$ cat src/rtl/apb_arb_pkg.sv
// Shared types and helpers for the APB request arbiter.
// Optional watchdog in apb_req_arbiter is enabled with APB_ARB_TIMEOUT_EN.
package apb_arb_pkg;

    typedef enum logic [1:0] {
        IDLE = 2'd0,
        XFER = 2'd1,
        RESP = 2'd2
    } arb_state_t;

    localparam logic RW_WRITE = 1'b1;
    localparam logic RW_READ  = 1'b0;

    // Minimum width 1 so that single-valued ranges still produce a legal vector.
    function automatic int unsigned clog2(input int unsigned value);
        int unsigned bits;
        bits = 0;
        while ((64'd1 << bits) < 64'(value)) bits++;
        return (bits == 0) ? 1 : bits;
    endfunction

endpackage

$ cat src/rtl/apb_rr_picker.sv
// Combinational round-robin picker: first set request after last_grant, with wrap.
module apb_rr_picker
    import apb_arb_pkg::*;
#(
    parameter int unsigned NREQ = 4,
    parameter int unsigned IW   = clog2(NREQ)
) (
    input  logic [NREQ-1:0] req,
    input  logic [IW-1:0]   last_grant,
    output logic            valid,
    output logic [IW-1:0]   index
);

    always_comb begin
        int unsigned cand;
        valid = 1'b0;
        index = '0;
        cand  = 0;
        // Scan farthest offset first so the nearest requester after last_grant overwrites.
        for (int unsigned off = NREQ; off >= 1; off--) begin
            cand = (32'(last_grant) + off) % NREQ;
            if (req[IW'(cand)]) begin
                valid = 1'b1;
                index = IW'(cand);
            end
        end
    end

endmodule

$ cat src/rtl/apb_req_arbiter.sv
// Round-robin arbiter sharing one APB master between NREQ command sources.
// Define APB_ARB_TIMEOUT_EN to enable the XFER watchdog (TIMEOUT cycles).
module apb_req_arbiter
    import apb_arb_pkg::*;
#(
    parameter int unsigned NREQ    = 4,
    parameter int unsigned AW      = 32,
    parameter int unsigned DW      = 32,
    parameter int unsigned TIMEOUT = 255
) (
    input  logic                     PCLK,
    input  logic                     PRESET,
    input  logic [NREQ-1:0]          req_valid,
    input  logic [NREQ-1:0]          req_write,
    input  logic [NREQ*AW-1:0]       req_addr,
    input  logic [NREQ*DW-1:0]       req_wdata,
    output logic [NREQ-1:0]          req_ready,
    output logic [NREQ-1:0]          rsp_valid,
    output logic [DW-1:0]            rsp_rdata,
    output logic                     rsp_err,
    output logic                     Transfer,
    output logic                     Read_Write,
    output logic [AW-1:0]            apb_write_paddr,
    output logic [DW-1:0]            apb_write_data,
    output logic [AW-1:0]            apb_read_paddr,
    input  logic                     apb_done,
    input  logic [DW-1:0]            apb_rdata,
    input  logic                     apb_slverr,
    output logic                     busy,
    output logic [clog2(NREQ)-1:0]   grant_id,
    output logic                     timeout
);

    localparam int unsigned IW = clog2(NREQ);

    arb_state_t      state;
    logic [IW-1:0]   last_grant;
    logic            pick_valid;
    logic [IW-1:0]   pick_idx;
    logic            sel_write;
    logic [AW-1:0]   sel_addr;
    logic [DW-1:0]   sel_wdata;
    logic            wd_expired;

    apb_rr_picker #(
        .NREQ (NREQ),
        .IW   (IW)
    ) u_picker (
        .req        (req_valid),
        .last_grant (last_grant),
        .valid      (pick_valid),
        .index      (pick_idx)
    );

    always_comb begin
        sel_write = req_write[pick_idx];
        sel_addr  = '0;
        sel_wdata = '0;
        for (int unsigned i = 0; i < NREQ; i++) begin
            if (pick_idx == IW'(i)) begin
                sel_addr  = req_addr[i*AW +: AW];
                sel_wdata = req_wdata[i*DW +: DW];
            end
        end
    end

`ifdef APB_ARB_TIMEOUT_EN
    localparam int unsigned TW = clog2(TIMEOUT + 1);

    logic [TW-1:0] wd_cnt;

    // wd_cnt counts completed XFER cycles; this cycle is the TIMEOUT-th one.
    assign wd_expired = (wd_cnt == TW'(TIMEOUT - 1));

    always_ff @(posedge PCLK) begin
        if (PRESET) begin
            wd_cnt  <= '0;
            timeout <= 1'b0;
        end else begin
            timeout <= (state == XFER) && !apb_done && wd_expired;
            if (state != XFER) wd_cnt <= '0;
            else               wd_cnt <= wd_cnt + 1'b1;
        end
    end
`else
    assign wd_expired = 1'b0;
    assign timeout    = 1'b0;
`endif

    always_ff @(posedge PCLK) begin
        if (PRESET) begin
            state           <= IDLE;
            last_grant      <= IW'(NREQ - 1);
            grant_id        <= '0;
            req_ready       <= '0;
            rsp_valid       <= '0;
            rsp_rdata       <= '0;
            rsp_err         <= 1'b0;
            Transfer        <= 1'b0;
            Read_Write      <= RW_READ;
            apb_write_paddr <= '0;
            apb_write_data  <= '0;
            apb_read_paddr  <= '0;
            busy            <= 1'b0;
        end else begin
            req_ready <= '0;
            rsp_valid <= '0;
            case (state)
                IDLE: begin
                    if (pick_valid) begin
                        state           <= XFER;
                        busy            <= 1'b1;
                        grant_id        <= pick_idx;
                        req_ready       <= NREQ'(1) << pick_idx;
                        Read_Write      <= sel_write ? RW_WRITE : RW_READ;
                        apb_write_paddr <= sel_write ? sel_addr  : '0;
                        apb_write_data  <= sel_write ? sel_wdata : '0;
                        apb_read_paddr  <= sel_write ? '0 : sel_addr;
                    end
                end
                XFER: begin
                    if (apb_done) begin
                        state     <= RESP;
                        Transfer  <= 1'b0;
                        rsp_valid <= NREQ'(1) << grant_id;
                        rsp_rdata <= (Read_Write == RW_WRITE) ? '0 : apb_rdata;
                        rsp_err   <= apb_slverr;
                    end else if (wd_expired) begin
                        state     <= RESP;
                        Transfer  <= 1'b0;
                        rsp_valid <= NREQ'(1) << grant_id;
                        rsp_rdata <= '0;
                        rsp_err   <= 1'b1;
                    end else begin
                        Transfer <= 1'b1;
                    end
                end
                RESP: begin
                    state      <= IDLE;
                    busy       <= 1'b0;
                    last_grant <= grant_id;
                    rsp_rdata  <= '0;
                    rsp_err    <= 1'b0;
                end
                default: state <= IDLE;
            endcase
        end
    end

endmodule

$ cat config.mk
export PLATFORM = sky130hd
export DESIGN_NAME = apb_req_arbiter
export DESIGN_NICKNAME = d
export VERILOG_FILES = /design/src/rtl/apb_arb_pkg.sv /design/src/rtl/apb_rr_picker.sv /design/src/rtl/apb_req_arbiter.sv
export SDC_FILE = /design/constraint.sdc
export NUM_CORES = 1
export LEC_CHECK = 0
export CAP_MARGIN = 30
export CORE_AREA = 2 2 173 175
export DETAILED_ROUTE_END_ITERATION = 12
export DIE_AREA = 0 0 175 177
export SYNTH_ARGS = -nofsm -noshare
export SYNTH_HDL_FRONTEND = slang
export SYNTH_SLANG_ARGS = --single-unit
$ cat constraint.sdc
create_clock -name PCLK -period 2.5 [get_ports PCLK]
set_input_delay 0.25 -clock PCLK [delete_from_list [all_inputs] [get_ports PCLK]]
set_output_delay 0.25 -clock PCLK [all_outputs]
set_load 0.05 [all_outputs]
==> qor.csv <==
metric;value;unit
hp-class;primary input to flip-flop;
grt_pass1_wl;48.8;mm
syn_inst;946;
path_max_fanout;18;
slew-limit-headroom;53.1;%
start_util;26.3;%
num_io_pins;443;
yosys.area_share.adder;0;%
io_buffers;441;
cts_made_buffers;17;
synth_nets;1246;
cts_hold_repair.buffers;0;
synthXorXnorAreaFrac;0;%
rsz0062_at_grt;no;
worst_pin_slew;0.699;ns
overflow;0;
worst_hold_slack;0.434;ns
fillers;2858;
vias_per_cell;4.86;
cpMostUsedCell;buf_12;
setup_tns;0;ns
setup_slack;0.186;ns
cp_slowest_stage_delay;0.37;ns
fmax;432;MHz
synth_cell_types;38;
switching_power;2.89;mW
timing.final.crit_period;2.31;ns
synth_compound_area_share;26.7;%
cts_tree;yes;
clock-sinks;146;
clock_power_share;33.7;%
core;0.0292;mm²
drt_first_pass_iters;5;
arrival;2.65;ns
post_synth.cell_area_avg;8.12;µm²
combPwrFrac;34.8;%
ff_latch_area;0.00292;mm²
required;2.84;ns
cp-start-kind;flip-flop;
cts_setup_buffers;0;
drive_above_1_share;10.4;%
syn_area;0.00769;mm²
placed_cell_area;0.0129;mm²
setup_viol;0;
drt-wirelength-per-cell;18.0;µm
cts_buffer_depth;2;
critPathKind;flip-flop to flip-flop;
drt-total-wl;32.1;mm
status;complete, no violations;
dieArea;0.0310;mm²
rows;63;
power_density;609;mW/mm²
design_area;0.0136;mm²
insertion_delay;0.42;ns
ys_seq_area_share;38.0;%
ys.warnings.count;0;
ys_ff_latch;146;
clk_pin_slew;0.07;ns
p_total;8.27;mW
synthSimpleGateAreaFrac;21.1;%
final_nets;1684;
vias;8686;
finClkSkew;0.0150;ns
drc;0;
grt_max_degree;101;
dp_hpwl;23.7;mm
maxCapViolCount;0;
ant_nets;0;
cts_root_buf;clkbuf_16;
synth.mux.area_fraction;8.60;%
multi_input_area;0.00439;mm²
end_kind;flip-flop;
grt_pass1_vias;8643;
seqPwrFrac;31.6;%
crit_chain;nand2b_1 -> a21boi_1 -> buf_4 -> nor3_2 -> buf_12 -> buf_12 -> mux2i_1 -> o21ai_0 -> o22ai_1;
die_h;177;µm
pre_cts_ws;-0.183;ns
place_congestion;0.827;
p_int;5.39;mW
p_leak;5.21;nW
die_w;175;µm
antenna_found_initial;1;
htreeDepth;4;
drv_slew;0;
area_delta_synth_final;76.9;%
vdd_drop_max;0.303;mV
final_hold_viol_count;0;
drt_iter0_drc;458;
synth_top_family_by_area;compound AO/OA/AOI/OAI gates;
postCtsResizedCells;0;
critPathSlowestCell;dfxtp_1;
period_share;92.5;%
grt.total_usage;19.9;%
swShare;34.9;%
==> metrics by stage <==
stage               utilization, %  cells
floorplan                        -    946
global placement              44.3   1755
detailed placement            44.3   1755
CTS                           46.4   1787
global route                  46.5   1788
finish                        46.5   1788
==> metal layers <==
layer	track usage (%)	wire, µm	share of wire (%)
met1	25.1	13700	43
met5	0	0	0
met2	33.9	16000	50
met3	4.32	1810	5.6
met4	6.18	645	2.0
==> placed cells by master (no fill, tap or decap), types with 2 or more instances in the layout <==
master	instances
nor3_1	9
o41a_1	2
a22oi_1	32
inv_1	3
inv_6	5
buf_4	58
nand2b_1	5
nand3_1	32
nor2_1	40
o41ai_2	28
and2_1	44
a21oi_1	4
clkbuf_16	17
dfxtp_1	146
o22ai_1	64
mux2i_2	2
o21ai_0	23
o41ai_1	4
bufinv_16	3
o31ai_1	2
and2_0	20
inv_8	5
o21ai_1	41
nor3b_1	2
a211oi_1	65
nor3_2	2
mux2i_1	64
buf_12	14
nand2_1	201
clkdlybuf4s50_1	441
==> synth_stat cells <==
master	n	share of area, %
conb_1	1	0.049
and3b_1	1	0.11
o31ai_1	2	0.20
a211oi_1	65	6.3
nand3_1	32	2.1
inv_1	4	0.20
nor3_2	1	0.13
a22o_1	1	0.11
dfxtp_1	146	38
a22oi_1	33	3.2
nor3_1	11	0.72
or2_1	1	0.081
and4_1	1	0.11
buf_6	4	0.59
and2_1	44	3.6
and2_0	20	1.6
o22ai_1	64	5.2
nand2b_1	5	0.41
a311o_1	1	0.13
clkbuf_1	65	3.2
buf_4	1	0.098
a311oi_1	1	0.11
nor2_1	41	2.0
o21ai_0	23	1.5
mux2i_1	66	8.6
o41a_1	2	0.29
a21oi_1	4	0.26
a32o_1	1	0.13
nor3b_1	2	0.20
nand2_1	202	9.9
o41ai_1	4	0.46
o41ai_2	28	5.9
buf_2	19	1.2
and3_1	1	0.081
a21boi_1	1	0.098
or3_1	1	0.081
o21ai_1	41	2.7
buf_1	6	0.29
==> power by group through the flow <==
stage	clock network (mW)	registers, mW	logic (mW)
6_report	2.78	2.61	2.88
5_1_grt	2.97	2.63	3.06
4_1_cts	2.88	2.61	2.90
3_5_place_dp	0	2.66	2.89
3_3_place_gp	0	2.66	2.88
2_1_floorplan	0	3.25	0.979
==> flip-flops by register name, indices dropped and copies added (netlist names), 2 cells and up <==
signal	flops
rsp_rdata	32
apb_read_paddr	32
rsp_valid	4
apb_write_data	32
req_ready	4
grant_id	2
last_grant	2
apb_write_paddr	32
state	2
==> path summary, 6_finish.rpt <==
| path | startpoint | to | slack, ns | depth (start not counted) |
|---|---|---|---|---|
| worst max-delay path | last_grant[0] | apb_read_paddr[19] | 0.19 | 9 |
| worst min register to register | apb_read_paddr[8] | apb_read_paddr[8] | 0.47 | 2 |
| worst min-delay path | apb_slverr | rsp_err | 0.43 | 2 |
| worst max register to register | last_grant[0] | apb_read_paddr[19] | 0.19 | 9 |
==> worst max-delay path, delay by kind of cell (launching register included) <==
kind	cells	cell delay, ns
AO/OA/AOI/OAI	3	0.45
multiplexers	1	0.29
AND/OR/NAND/NOR	2	0.49
flip-flops	1	0.37
buffers and inverters	3	0.59
==> logic make-up (layout without fill, tap and decap cells) <==
group,count (synthesis),count (layout)
compound gates,271,271
buf+inv,99,550
flops,146,146
mux,66,66
other cells,1,2
simple gates,363,363
==> cell type report <==
cell class / instances / area share (%)
Antenna cell: 1 / 0.0184
Timing Repair Buffer: 514 / 37.8
Tap cell: 390 / 3.59
Inverter: 4 / 0.120
Sequential cell: 146 / 21.5
Clock inverter: 15 / 1.52
Multi-Input combinational cell: 701 / 32.3
Clock buffer: 17 / 3.13
Note: power is estimated with default switching activity, not from simulation.
